## src/rtl/rom_stream_pkg.sv

```systemverilog
// Shared definitions for the ROM stream reader: FSM state encoding and the
// depth of the output buffer between the ROM and the stream interface.
package rom_stream_pkg;

  typedef enum logic [1:0] {
    ST_IDLE  = 2'd0,
    ST_READ  = 2'd1,
    ST_DRAIN = 2'd2
  } state_e;

  localparam int FIFO_DEPTH = 2;

endpackage

```

## src/rtl/rom_stream_fifo2.sv

```systemverilog
// Two-entry FIFO holding {last, data} words between the ROM issue logic and
// the output stream. Entry 0 is always the head, so the stream payload comes
// straight from a register and stays stable while the consumer stalls.
module rom_stream_fifo2
  import rom_stream_pkg::*;
#(
  parameter int W = 9
) (
  input  logic         clk,
  input  logic         reset,
  input  logic         push_i,
  input  logic [W-1:0] push_data_i,
  input  logic         pop_i,
  output logic [W-1:0] head_o,
  output logic [1:0]   count_o
);

  localparam logic [1:0] FULL = 2'(FIFO_DEPTH);

  logic [W-1:0] mem0_q, mem0_d;
  logic [W-1:0] mem1_q, mem1_d;
  logic [1:0]   count_q, count_d;
  logic [1:0]   level;
  logic         do_push, do_pop;

  // Pop first, then place the pushed word in the first free slot.
  always_comb begin
    do_pop  = pop_i && (count_q != 2'd0);
    do_push = push_i && ((count_q != FULL) || do_pop);
    mem0_d  = mem0_q;
    mem1_d  = mem1_q;
    level   = do_pop ? (count_q - 2'd1) : count_q;
    if (do_pop) begin
      mem0_d = mem1_q;
    end
    if (do_push) begin
      if (level == 2'd0) begin
        mem0_d = push_data_i;
      end else begin
        mem1_d = push_data_i;
      end
    end
    count_d = level + (do_push ? 2'd1 : 2'd0);
  end

  // Storage and occupancy registers; reset discards any buffered words.
  always_ff @(posedge clk) begin
    if (reset) begin
      mem0_q  <= '0;
      mem1_q  <= '0;
      count_q <= 2'd0;
    end else begin
      mem0_q  <= mem0_d;
      mem1_q  <= mem1_d;
      count_q <= count_d;
    end
  end

  assign head_o  = mem0_q;
  assign count_o = count_q;

endmodule

```

## src/rtl/rom_stream_reader.sv

```systemverilog
// Burst sequencer in front of a combinational ROM. A start request turns a
// (base address, word count) pair into consecutive ROM reads whose data is
// buffered in a 2-entry FIFO and delivered as a valid/ready stream with a
// last marker.
// Optional build macro ROM_STREAM_CHECKSUM_EN adds a checksum output holding
// the XOR of every word popped in the current burst.
//
// state    | meaning
// ---------+-----------------------------------------------------------
// ST_IDLE  | waiting for start; zero-length requests only pulse done
// ST_READ  | issuing ROM reads whenever the FIFO has room
// ST_DRAIN | all reads issued; waiting for the last word to handshake
module rom_stream_reader #(
  parameter int ADDR_W = 8,
  parameter int DATA_W = 8
) (
  input  logic              clk,
  input  logic              reset,
  input  logic              start,
  input  logic [ADDR_W-1:0] base_addr,
  input  logic [ADDR_W:0]   len,
  output logic              busy,
  output logic              done,
  output logic [ADDR_W-1:0] rom_address,
  output logic              rom_read_en,
  output logic              rom_ce,
  input  logic [DATA_W-1:0] rom_data,
  output logic [DATA_W-1:0] out_data,
  output logic              out_valid,
  input  logic              out_ready,
  output logic              out_last
`ifdef ROM_STREAM_CHECKSUM_EN
  ,
  output logic [DATA_W-1:0] checksum
`endif
);

  import rom_stream_pkg::*;

  state_e state_q, state_d;

  logic [ADDR_W-1:0] ptr_q, ptr_d;
  logic [ADDR_W:0]   cnt_q, cnt_d;
  logic [ADDR_W-1:0] addr_hold_q, addr_hold_d;
  logic              busy_q, busy_d;
  logic              done_q, done_d;

  logic [DATA_W:0]   fifo_head;
  logic [1:0]        fifo_count;
  logic              accept, zero_req, issue, last_issue, pop, last_pop;

  // The issue decision uses the registered FIFO count, so a pop in the same
  // cycle does not open a slot until the next cycle.
  assign accept     = (state_q == ST_IDLE) && start && (len != '0);
  assign zero_req   = (state_q == ST_IDLE) && start && (len == '0);
  assign issue      = (state_q == ST_READ) && (int'(fifo_count) < FIFO_DEPTH);
  assign last_issue = issue && (cnt_q == (ADDR_W+1)'(1));
  assign out_valid  = (fifo_count != 2'd0);
  assign pop        = out_valid && out_ready;
  assign last_pop   = pop && fifo_head[DATA_W];

  rom_stream_fifo2 #(
    .W (DATA_W + 1)
  ) u_fifo (
    .clk         (clk),
    .reset       (reset),
    .push_i      (issue),
    .push_data_i ({last_issue, rom_data}),
    .pop_i       (pop),
    .head_o      (fifo_head),
    .count_o     (fifo_count)
  );

  // FSM state register.
  always_ff @(posedge clk) begin
    if (reset) begin
      state_q <= ST_IDLE;
    end else begin
      state_q <= state_d;
    end
  end

  // FSM next-state logic.
  always_comb begin
    state_d = state_q;
    case (state_q)
      ST_IDLE:  if (accept) state_d = ST_READ;
      ST_READ:  if (last_issue) state_d = ST_DRAIN;
      ST_DRAIN: if (last_pop) state_d = ST_IDLE;
      default:  state_d = ST_IDLE;
    endcase
  end

  // FSM outputs: ROM strobes only on an issue; the address bus otherwise
  // keeps the last issued address.
  always_comb begin
    rom_ce      = issue;
    rom_read_en = issue;
    rom_address = issue ? ptr_q : addr_hold_q;
  end

  // Next values for pointer, remaining count, held address and status flags.
  always_comb begin
    ptr_d       = ptr_q;
    cnt_d       = cnt_q;
    addr_hold_d = addr_hold_q;
    busy_d      = busy_q;
    done_d      = 1'b0;
    if (accept) begin
      ptr_d  = base_addr;
      cnt_d  = len;
      busy_d = 1'b1;
    end
    if (issue) begin
      ptr_d       = ptr_q + ADDR_W'(1);
      cnt_d       = cnt_q - (ADDR_W+1)'(1);
      addr_hold_d = ptr_q;
    end
    if (zero_req) begin
      done_d = 1'b1;
    end
    if (last_pop) begin
      done_d = 1'b1;
      busy_d = 1'b0;
    end
  end

  // Datapath registers.
  always_ff @(posedge clk) begin
    if (reset) begin
      ptr_q       <= '0;
      cnt_q       <= '0;
      addr_hold_q <= '0;
      busy_q      <= 1'b0;
      done_q      <= 1'b0;
    end else begin
      ptr_q       <= ptr_d;
      cnt_q       <= cnt_d;
      addr_hold_q <= addr_hold_d;
      busy_q      <= busy_d;
      done_q      <= done_d;
    end
  end

  assign busy     = busy_q;
  assign done     = done_q;
  assign out_data = fifo_head[DATA_W-1:0];
  assign out_last = out_valid && fifo_head[DATA_W];

`ifdef ROM_STREAM_CHECKSUM_EN
  logic [DATA_W-1:0] csum_q, csum_d;

  // Running XOR of popped words, restarted by every request taken in IDLE.
  always_comb begin
    csum_d = csum_q;
    if ((state_q == ST_IDLE) && start) begin
      csum_d = '0;
    end else if (pop) begin
      csum_d = csum_q ^ fifo_head[DATA_W-1:0];
    end
  end

  // Checksum register.
  always_ff @(posedge clk) begin
    if (reset) begin
      csum_q <= '0;
    end else begin
      csum_q <= csum_d;
    end
  end

  assign checksum = csum_q;
`endif

endmodule

```

## config.mk

```make
export PLATFORM = sky130hd
export DESIGN_NAME = rom_stream_reader
export DESIGN_NICKNAME = d
export VERILOG_FILES = /design/src/rtl/rom_stream_pkg.sv /design/src/rtl/rom_stream_fifo2.sv /design/src/rtl/rom_stream_reader.sv
export SDC_FILE = /design/constraint.sdc
export NUM_CORES = 1
export LEC_CHECK = 0
export CAP_MARGIN = 20
export CORE_ASPECT_RATIO = 0.75
export CORE_MARGIN = 3
export CORE_UTILIZATION = 54
export CTS_CLUSTER_SIZE = 10
export DETAILED_ROUTE_END_ITERATION = 6
export GPL_TIMING_DRIVEN = 1
export PLACE_DENSITY = 0.81
export SYNTH_ARGS = -nofsm -noshare
export SYNTH_HDL_FRONTEND = slang
export SYNTH_SLANG_ARGS = --single-unit
```

## constraint.sdc

```tcl
create_clock -name clk -period 5.4 [get_ports clk]
set_input_delay 0.54 -clock clk [delete_from_list [all_inputs] [get_ports clk]]
set_output_delay 0.54 -clock clk [all_outputs]
set_load 0.01 [all_outputs]
```

==> reports/metrics.cfg <==
[sta]
period_share_pct=53.4
clock_skew_ns=0.00688
hold_violations=0
setup_viol=0
tns_ns=0
hold_ws_ns=0.472
max_slew.worst_pin.slew_ns=0.993
rsz0062_at_grt=false
max_slew_margin_pct=33.7
final_max_slew_viol_count=0
fin_crit_ns=2.89
max_freq_mhz=347

[cts]
cts_setup_buffers=0
cts_root_buf=clkbuf_8
htreeDepth=2
worstSkewPairLatency_ns=0.31
clk_pin_slew_ns=0.09
cts_sinks=49
cts_resized=0
ctsHoldBuffers=0
cts-buffers-inserted=5
cts.path.max_buffers=2
cts_tree=done

[die]
coreArea_um2=4230
dieArea_um2=5420
ios=51
num_rows=20
die_x_um=84.1
start_util_pct=58.3
die_h_um=64.5

[grt]
overflow=0
grt_first_pass_wirelength_um=9560
first_global_vias=2067
grt_usage_pct=21.9
grt_max_degree=45
antenna_found_initial=0

[logic_synthesis]
synth-edff-count=0
yosysWarnings=0
synth.distinct_cells=49
synthesis.nets=318
synth_top_cell_by_area=dfxtp_1
syn_avg_cell_area_um2=8.72
async_flop_share_pct=0
syn_area_um2=2470
synth_area_leaders=dfxtp_1 (40%), mux2i_1 (8.9%), a21oi_1 (4.3%)
netlist.area_leader.share_pct=39.8
synth_flop_cell=dfxtp_1
ys_seq_area_share_pct=39.8
netlist_instances=283
synth-seq-cells=49

[placed_design]
dpl_cell_area_um2=2910
place_congestion=0.834
dp_hpwl_um=3830
port_buffers=50

[hold_path]
worstHoldPathType=reg -> reg

[route]
first_pass_iters=4
post-route-drc-count=0
vias=2197
via_per_inst=5.91
drtAntennaViolNets=0
drt_iter0_markers=177
wl_per_cell_um=14.9
wl_um=5560

[setup_path]
worst-path-max-fanout=27
startpoint_type=flop
critPathArrivalTime_ns=2.35
endpoint_kind=primary output
worstSetupPathType=reg -> out
crit_required_ns=4.86

[outcome]
status=finished, final reports clean

[cells_and_area]
fillers=357
final_util_pct=71.5
drive_above_1_share_pct=6.94
n_antenna_cell=0
area_growth_pct=22.6
nNetsFinal=351
fin_area_um2=3020

[power]
powerDensity_nw_per_um2=372
worst_ir_drop_vdd_mv=0.219
report.power.total_mw=1.12
power.leakage_nw=1.18

[job]
cap_violations=0

[per-layer routing]
metal | wire [um] | GRT usage [%] | vias up | part of all wire, %
met5 | 0 | 0 | - | 0
met2 | 2590 | 35.7 | 62 | 47
li1 | - | - | 1081 | -
met3 | 272 | 4.45 | 10 | 4.9
met1 | 2590 | 28.4 | 1044 | 47
met4 | 105 | 8.63 | 0 | 1.9
[power by group]
group	switching, mW	internal, mW
clock network	0.129	0.139
registers	0.0491	0.422
logic	0.196	0.188
total	0.375	0.749
[synth_stat cells, types with 6 or more instances]
cell type  count
ha_1           6
a21oi_1       21
a31oi_1        6
nand3_1       13
mux2i_1       22
clkbuf_1      10
inv_1          7
a211oi_1      13
a32oi_1        6
nor2_1        21
nor3_1        14
nand2_1       28
buf_4         10
dfxtp_1       49
[area by class of cell]
cell class	instances	area (um2)	share of cell area (%)
Clock buffer	6	72.6	2.40
Clock inverter	2	38.8	1.28
Inverter	8	30.0	0.993
Multi-Input combinational cell	199	1310	43.3
Sequential cell	49	981	32.4
Tap cell	55	68.8	2.28
Timing Repair Buffer	53	523	17.3
[layout by cell type (no fill, tap or decap), drive strengths merged, types with 3 or more instances in the layout]
master         instances
nor2b                  4
a31oi                  7
mux2i                 22
a32oi                  6
nor3                  14
or2                    3
dfxtp                 49
xnor2                  3
nand3                 14
clkbuf                 6
nand2                 28
ha                     6
a21oi                 21
nand2b                 4
clkdlybuf4s50         50
nor4                   3
inv                    7
a211oi                13
nor2                  21
buf                    3
[worst paths after layout]
kind                                                   start                       endpoint  slack [ns]  depth (start not counted)
worst max register to register  u_fifo.count_o[0]$_SDFF_PP0_  u_fifo.mem1_q[4]$_SDFFE_PP0P_        2.68                          6
worst max-delay path                 state_q[1]$_SDFFE_PP0P_                 rom_address[6]        2.51                          6
worst min-delay path               addr_hold_q[7]$_SDFF_PP0_      addr_hold_q[7]$_SDFF_PP0_        0.47                          2
worst min register to register     addr_hold_q[7]$_SDFF_PP0_      addr_hold_q[7]$_SDFF_PP0_        0.47                          2
[per-stage QoR]
step / setup slack (ns) / std cells
5_1_grt: 2.40 / 372
3_3_place_gp: 2.48 / 364
4_1_cts: 2.52 / 372
2_1_floorplan: 3.44 / 283
3_5_place_dp: 2.44 / 364
6_report: 2.51 / 372
[sequential cells by signal, indices dropped and copies added (netlist names)]
register	cells
addr_hold_q	8
busy	1
cnt_q	9
done	1
ptr_q	8
state_q	2
u_fifo.count_o	2
u_fifo.head_o	9
u_fifo.mem1_q	9
[kinds of logic after synthesis]
group / count (synthesis) / share of synthesized area [%]
compound gates: 65 / 18.7
xor+xnor: 4 / 1.42
fa+ha+maj: 6 / 3.04
buf+inv: 35 / 7.35
flops: 49 / 39.8
mux: 22 / 8.92
simple gates: 102 / 20.8
[critical path: stages, from the launching register on]
cell             delay, ns
dfxtp_1               0.35
or3b_1                0.43
clkinv_1              0.10
buf_4                 0.29
and2_1                0.21
a21o_1                0.11
clkdlybuf4s50_1       0.54
No activity file was read; power rests on OpenSTA's default activity.
